==> config.mk <==
export PLATFORM = sky130hd
export DESIGN_NAME = ysyx_22041412_mem_arbiter
export DESIGN_NICKNAME = d
export VERILOG_FILES = /design/src/rtl/ysyx_22041412_mem_arbiter_pkg.sv /design/src/rtl/ysyx_22041412_mem_arbiter.sv
export SDC_FILE = /design/constraint.sdc
export NUM_CORES = 1
export LEC_CHECK = 0
export BUFFER_PORTS_ARGS = -buffer_cell sky130_fd_sc_hd__buf_2
export CAP_MARGIN = 20
export CELL_PAD_IN_SITES_DETAIL_PLACEMENT = 0
export CELL_PAD_IN_SITES_GLOBAL_PLACEMENT = 2
export CORE_MARGIN = 2
export CORE_UTILIZATION = 28
export CTS_BUF_LIST = sky130_fd_sc_hd__clkbuf_4 sky130_fd_sc_hd__clkbuf_8 sky130_fd_sc_hd__clkbuf_16
export CTS_CLUSTER_DIAMETER = 40
export CTS_CLUSTER_SIZE = 25
export DETAILED_ROUTE_END_ITERATION = 7
export PLACE_DENSITY = 0.84
export RECOVER_POWER = 100
export SYNTH_ARGS = -nofsm -noshare
export SYNTH_HDL_FRONTEND = slang
export SYNTH_SLANG_ARGS = --single-unit
==> constraint.sdc <==
create_clock -name clk -period 5.6 [get_ports clk]
set_input_delay 0.84 -clock clk [delete_from_list [all_inputs] [get_ports clk]]
set_output_delay 0.84 -clock clk [all_outputs]
set_load 0.02 [all_outputs]
==> src/rtl/ysyx_22041412_mem_arbiter_pkg.sv <==
// ysyx_22041412_defs
//   Shared definitions for the IF/LSU memory arbiter:
//   - state_e : arbiter FSM states (IDLE / ISSUE / WAIT / RESP)
//   - owner_e : which requester owns the in-flight access
//   - RV func3 encodings for loads (LB..LWU) and stores (SB..SD)
package ysyx_22041412_defs;

    typedef enum logic [1:0] {
        IDLE  = 2'd0,
        ISSUE = 2'd1,
        WAIT  = 2'd2,
        RESP  = 2'd3
    } state_e;

    typedef enum logic {
        OWN_IF = 1'b0,
        OWN_LS = 1'b1
    } owner_e;

    localparam logic [2:0] LB  = 3'b000;
    localparam logic [2:0] LH  = 3'b001;
    localparam logic [2:0] LW  = 3'b010;
    localparam logic [2:0] LD  = 3'b011;
    localparam logic [2:0] LBU = 3'b100;
    localparam logic [2:0] LHU = 3'b101;
    localparam logic [2:0] LWU = 3'b110;

    localparam logic [2:0] SB  = 3'b000;
    localparam logic [2:0] SH  = 3'b001;
    localparam logic [2:0] SW  = 3'b010;
    localparam logic [2:0] SD  = 3'b011;

endpackage

==> src/rtl/ysyx_22041412_mem_arbiter.sv <==
// ysyx_22041412_mem_arbiter
//   Shares one single-ported data SRAM between instruction fetch (read-only)
//   and the load/store unit. Requests are granted only from IDLE, driven to
//   the SRAM for ISSUE + WAIT, and answered with a one-cycle rvalid in RESP.
//   LSU has priority; IF is forced after STARVE_LIMIT consecutive LSU grants
//   taken while IF was waiting. A watchdog aborts accesses stuck in WAIT.
//
// Ports
//   clk, rst_n            : clock, synchronous active-low reset
//   if_req/if_addr        : IF request (always issued as lwu)
//   if_gnt/if_rvalid      : IF grant pulse / response pulse
//   if_rdata/if_err       : IF response data / timeout flag (with if_rvalid)
//   ls_req/ls_wen/ls_func3/ls_addr/ls_wdata : LSU request
//   ls_gnt/ls_rvalid/ls_rdata/ls_err        : LSU grant / response
//   mem_en/mem_wen/mem_func3/mem_addr/mem_wdata : SRAM command
//   mem_stall/mem_rdata   : SRAM handshake and read data
module ysyx_22041412_mem_arbiter
    import ysyx_22041412_defs::*;
#(
    parameter int ADDR_WIDTH   = 64,
    parameter int DATA_WIDTH   = 64,
    parameter int STARVE_LIMIT = 4,
    parameter int TIMEOUT      = 16
) (
    input  logic                  clk,
    input  logic                  rst_n,

    input  logic                  if_req,
    input  logic [ADDR_WIDTH-1:0] if_addr,
    output logic                  if_gnt,
    output logic                  if_rvalid,
    output logic [DATA_WIDTH-1:0] if_rdata,
    output logic                  if_err,

    input  logic                  ls_req,
    input  logic                  ls_wen,
    input  logic [2:0]            ls_func3,
    input  logic [ADDR_WIDTH-1:0] ls_addr,
    input  logic [DATA_WIDTH-1:0] ls_wdata,
    output logic                  ls_gnt,
    output logic                  ls_rvalid,
    output logic [DATA_WIDTH-1:0] ls_rdata,
    output logic                  ls_err,

    output logic                  mem_en,
    output logic                  mem_wen,
    output logic [2:0]            mem_func3,
    output logic [ADDR_WIDTH-1:0] mem_addr,
    output logic [DATA_WIDTH-1:0] mem_wdata,
    input  logic                  mem_stall,
    input  logic [DATA_WIDTH-1:0] mem_rdata
);

    localparam int STV_W = $clog2(STARVE_LIMIT + 1);
    localparam int TMO_W = $clog2(TIMEOUT + 1);

    state_e                  state_q, state_d;
    owner_e                  owner_q;
    logic [ADDR_WIDTH-1:0]   cmd_addr_q;
    logic [2:0]              cmd_func3_q;
    logic [DATA_WIDTH-1:0]   cmd_wdata_q;
    logic                    cmd_wen_q;
    logic [STV_W-1:0]        starve_q;
    logic [TMO_W-1:0]        tmo_q;
    logic                    err_q;
    logic [DATA_WIDTH-1:0]   if_rdata_q;
    logic [DATA_WIDTH-1:0]   ls_rdata_q;

    logic                    any_req;
    logic                    starved;
    logic                    tmo_hit;
    logic                    accept;
    owner_e                  win;

    // LSU wins unless IF is waiting and has already been passed over
    // STARVE_LIMIT times in a row.
    function automatic owner_e pick_owner(input logic if_r, input logic ls_r,
                                          input logic is_starved);
        if (ls_r && !(if_r && is_starved)) begin
            return OWN_LS;
        end
        return OWN_IF;
    endfunction

    assign any_req = if_req | ls_req;
    assign starved = (starve_q == STV_W'(STARVE_LIMIT));
    assign tmo_hit = (tmo_q == TMO_W'(TIMEOUT));
    assign win     = pick_owner(if_req, ls_req, starved);
    // No grant while reset is asserted: nothing would be latched.
    assign accept  = rst_n && (state_q == IDLE) && any_req;

    // State register
    always_ff @(posedge clk) begin
        if (!rst_n) begin
            state_q <= IDLE;
        end else begin
            state_q <= state_d;
        end
    end

    // Next-state logic
    always_comb begin
        state_d = state_q;
        case (state_q)
            IDLE:    if (any_req) state_d = ISSUE;
            // The SRAM stall is deliberately ignored here so that the ready
            // edge seen in WAIT belongs to this access.
            ISSUE:   state_d = WAIT;
            WAIT:    if (!mem_stall || tmo_hit) state_d = RESP;
            RESP:    state_d = IDLE;
            default: state_d = IDLE;
        endcase
    end

    // Output logic
    always_comb begin
        if_gnt    = 1'b0;
        ls_gnt    = 1'b0;
        if_rvalid = 1'b0;
        ls_rvalid = 1'b0;
        if_err    = 1'b0;
        ls_err    = 1'b0;
        mem_en    = 1'b0;
        mem_wen   = 1'b0;
        mem_func3 = 3'b000;
        mem_addr  = '0;
        mem_wdata = '0;
        case (state_q)
            IDLE: begin
                if_gnt = accept && (win == OWN_IF);
                ls_gnt = accept && (win == OWN_LS);
            end
            ISSUE, WAIT: begin
                mem_en    = 1'b1;
                mem_wen   = cmd_wen_q;
                mem_func3 = cmd_func3_q;
                mem_addr  = cmd_addr_q;
                mem_wdata = cmd_wdata_q;
            end
            RESP: begin
                if_rvalid = (owner_q == OWN_IF);
                ls_rvalid = (owner_q == OWN_LS);
                if_err    = (owner_q == OWN_IF) && err_q;
                ls_err    = (owner_q == OWN_LS) && err_q;
            end
            default: ;
        endcase
    end

    assign if_rdata = if_rdata_q;
    assign ls_rdata = ls_rdata_q;

    // Command latch: only consulted while mem_en is high, so no reset needed.
    always_ff @(posedge clk) begin
        if (accept) begin
            owner_q <= win;
            if (win == OWN_LS) begin
                cmd_addr_q  <= ls_addr;
                cmd_func3_q <= ls_func3;
                cmd_wdata_q <= ls_wdata;
                cmd_wen_q   <= ls_wen;
            end else begin
                cmd_addr_q  <= if_addr;
                cmd_func3_q <= LWU;
                cmd_wdata_q <= '0;
                cmd_wen_q   <= 1'b0;
            end
        end
    end

    // Starvation counter, watchdog and response registers
    always_ff @(posedge clk) begin
        if (!rst_n) begin
            starve_q   <= '0;
            tmo_q      <= '0;
            err_q      <= 1'b0;
            if_rdata_q <= '0;
            ls_rdata_q <= '0;
        end else begin
            if (accept) begin
                err_q <= 1'b0;
                if (win == OWN_IF) begin
                    starve_q <= '0;
                end else if (if_req && !starved) begin
                    starve_q <= starve_q + STV_W'(1);
                end
            end

            if (state_q == WAIT) begin
                if (!mem_stall) begin
                    // Stores return zero data regardless of the SRAM bus.
                    if (owner_q == OWN_IF) begin
                        if_rdata_q <= cmd_wen_q ? '0 : mem_rdata;
                    end else begin
                        ls_rdata_q <= cmd_wen_q ? '0 : mem_rdata;
                    end
                end else if (tmo_hit) begin
                    err_q <= 1'b1;
                    if (owner_q == OWN_IF) begin
                        if_rdata_q <= '0;
                    end else begin
                        ls_rdata_q <= '0;
                    end
                end else begin
                    tmo_q <= tmo_q + TMO_W'(1);
                end
            end else begin
                tmo_q <= '0;
            end
        end
    end

endmodule

==> key figures <==
Timing
  • FMAX: 240 MHz
  • Hold Fails Final Rpt: 0
  • Worst Max-Slew Pin Slew: 2.56 ns
  • Worst Slack Setup Final: 1.43 ns
  • Headroom to the max-slew limit: -70.8%
  • Period utilisation layout: 74.5%
  • Max Clock Skew: 0.0248 ns
  • # setup viols final: 0
  • Setup TNS: 0 ns
  • Max-slew violations: 195
  • Unrepaired setup endpoints after global routing: no
  • Post-layout min period: 4.17 ns

GRT
  • Grt ovf: 0
  • Number of antenna violations at the first check in global routing: 15
  • Number of global-route vias before repair: 9725
  • Pin count of the biggest net entering global routing: 135
  • GRT Overall Usage: 17.8%
  • First-pass GRT wire length: 59000 microns

Logic synthesis
  • Seq/Total Area, Yosys: 58.3%
  • Syn nets: 1269
  • Cells after synthesis: 996
  • Cell taking the most area after synthesis: edfxtp_1
  • Yosys warnings: 0
  • Post-synth EDFFs: 133
  • Syn_area_per_cell: 11.7 sq um
  • Async set-reset flop share out of synthesis: 0%
  • Yosys reg bits: 272
  • Post-synth top flop: dfxtp_1
  • Top cell type's share of synthesized area: 34.3%
  • Top cells by area, synth: edfxtp_1 34%, dfxtp_1 24%, mux2i_1 11%, and2_1 7.2%, nand2_1 6.3%
  • Cell area after synthesis: 0.0116 sq mm
  • Top cells by count, synth: 196 x nand2_1, 139 x dfxtp_1, 134 x and2_1
  • Yosys cell types: 32
  • Top-count cell post-synth: nand2_1

Status
  • Failing checks: capacitance limit, slew limit
  • Status: finished, violations left

Floorplan
  • Core ar.: 0.0409 sq mm
  • Initial core utilization: 28.4%
  • DIE AREA: 0.0432 sq mm
  • Die width: 208 microns
  • Vert. Die Dim: 208 microns
  • Num ports: 532
  • Core Rows: 74

Place
  • Port Buffer Count: 531
  • DP Worst Slack: 2.29 ns
  • Routability congestion estimate: 0.832
  • DPL Wire Length: 28200 microns
  • Post-DP Area: 0.0147 sq mm

Clock tree
  • Depth of the CTS H-tree: 2
  • Worst-path clk slew: 0.05 ns
  • Clk Latency, worst-skew pair: 0.58 ns
  • CTS resizes: 0
  • Total CTS buffers: 49
  • Setup Buffers After CTS: 0
  • Number of sinks driven by the clock tree: 272
  • Max clock buf depth: 3
  • Clk root buf: clkbuf_16
  • CTS tree: built
  • Hold-fix buffers at CTS: 0

Pwr
  • Switch share: 34.2%
  • Clock group share of total power: 40.6%
  • Static leakage: 7.27 nW
  • Pint: 5.15 mW
  • Pwr Total: 7.83 mW
  • Pwr per Cell Area: 484 mW/mm^2
  • Combinational fraction of design power: 28.7%
  • Peak VDD IR: 0.346 mV
  • Seq pwr share: 30.8%
  • Psw: 2.68 mW

Routing
  • Final ANT Viol Nets: 0
  • DRC: 0
  • Iter 0 DRT Violations: 415
  • Pre-antenna DRT Iters: 4
  • Final wirelength: 39400 microns
  • Avg WL per Cell: 18.8 microns
  • Vias/cell: 4.48
  • Via count: 9396

Critical path
  • Crit. End Element: register
  • Setup CP Type: register to register
  • Buffer and inverter count on the worst path: 4
  • R2R Setup Slk: 1.43 ns
  • CP cell instances: inv_1, ha_1, o211ai_1, buf_4, clkinvlp_2, buf_16
  • WP data required: 5.83 ns
  • Slowest stage cell on the critical path: clkinvlp_2
  • Crit-path leading delay family: buffers and inverters
  • CP Max Fanout: 66
  • CP max stage delay: 1.89 ns
  • Startpoint Class: register
  • Critical Path AT: 4.40 ns

Layout
  • Final Cell Area: 0.0162 sq mm
  • Area grow syn2layout: 39.1%
  • Layout Utilization: 39.5%
  • Share of layout cells above drive strength 1: 30.1%
  • Final net count: 1791

Flow run
  • Max Cap Viol: 5

Min path
  • Worst min-delay path category: register to register
power by group through the flow:
stage	sequential [mW]	clock (mW)	combinational, mW
after global routing	2.43	3.33	2.41
after floorplan	2.45	0	1.44
after detailed placement	2.45	0	2.36
final	2.41	3.18	2.25
after CTS	2.41	3.25	2.37
after global placement	2.45	0	2.35
cells by family (layout without fill, tap and decap cells):
group                      count (synthesis)  count (layout)  synth area share (%)
AOI/OAI and AO/OA                         15              15                 0.818
muxes                                    193             193                  17.3
buffers and inverters                     83             643                  3.98
other                                      0              10                     0
DFF                                      272             272                  58.3
adders and majority gates                  8               8                 0.861
xor gates and xnor gates                   4               4                 0.301
and+or+nand+nor                          421             421                  18.5
placed cells by master (no fill, tap or decap), drive strengths merged:
master | Yosys | final
nand4 | 3 | 3
and4bb | 1 | 1
o21ai | 5 | 5
o31ai | 1 | 1
clkinvlp | 0 | 4
a32oi | 1 | 1
diode | 0 | 10
nor3b | 4 | 4
dfxtp | 139 | 139
o211ai | 2 | 2
or4 | 1 | 1
clkinv | 0 | 13
buf | 29 | 316
xnor2 | 1 | 1
nand4bb | 1 | 1
a31o | 1 | 1
nor2 | 3 | 3
nand3 | 6 | 6
inv | 10 | 15
bufinv | 0 | 8
a21oi | 5 | 5
nand2b | 2 | 2
ha | 8 | 8
mux2 | 64 | 64
and3 | 67 | 67
and2 | 134 | 134
xor2 | 3 | 3
edfxtp | 133 | 133
clkbuf | 44 | 287
mux2i | 129 | 129
nor2b | 3 | 3
nand2 | 196 | 196
final timing paths:
check,endpoint,from,cells past startpoint
setup / recovery,cmd_addr_q[57],state_q[1],6
setup reg to reg,cmd_addr_q[57],state_q[1],6
hold reg to reg,if_rdata[59],if_rdata[59],2
hold / removal,if_rdata[59],if_rdata[59],2
layer usage:
layer | global-route usage (%) | wire, microns | vias up
met5 | 0 | 74 | -
met4 | 9.12 | 1580 | 12
met3 | 6.91 | 3540 | 95
met2 | 30.0 | 19300 | 384
met1 | 19.4 | 15000 | 4434
li1 | - | - | 4471
state kept, by name, indices dropped and copies added, names as in the netlist:
name         count
tmo_q            5
err_q            1
cmd_wdata_q     64
starve_q         3
if_rdata        64
owner_q          1
state_q          2
ls_rdata        64
cmd_func3_q      3
cmd_wen_q        1
cmd_addr_q      64
area by class of cell:
cell class / instances / area, sq um
Tap cell: 532 / 666
Clock buffer: 59 / 1370
Antenna cell: 10 / 25.0
Fill cell: 4191 / 24700
Timing Repair Buffer: 544 / 2500
Clock inverter: 30 / 409
Sequential cell: 272 / 6780
Multi-Input combinational cell: 641 / 4390
Inverter: 10 / 38.8
metrics by stage:
step           hold WS, ns  std cells
4_1_cts              0.459       2086
3_3_place_gp         0.442       1997
2_1_floorplan        0.466        996
6_report             0.459       2098
3_5_place_dp         0.449       1997
5_1_grt              0.474       2094
worst reg2reg max path: cells and delay by family (launching register included):
kind / cells / cell delay, ns
buffers and inverters: 4 / 3.04
DFF: 1 / 0.37
adders and majority gates: 1 / 0.22
AOI/OAI and AO/OA: 1 / 0.12
Note: power is estimated with default switching activity, not from simulation.
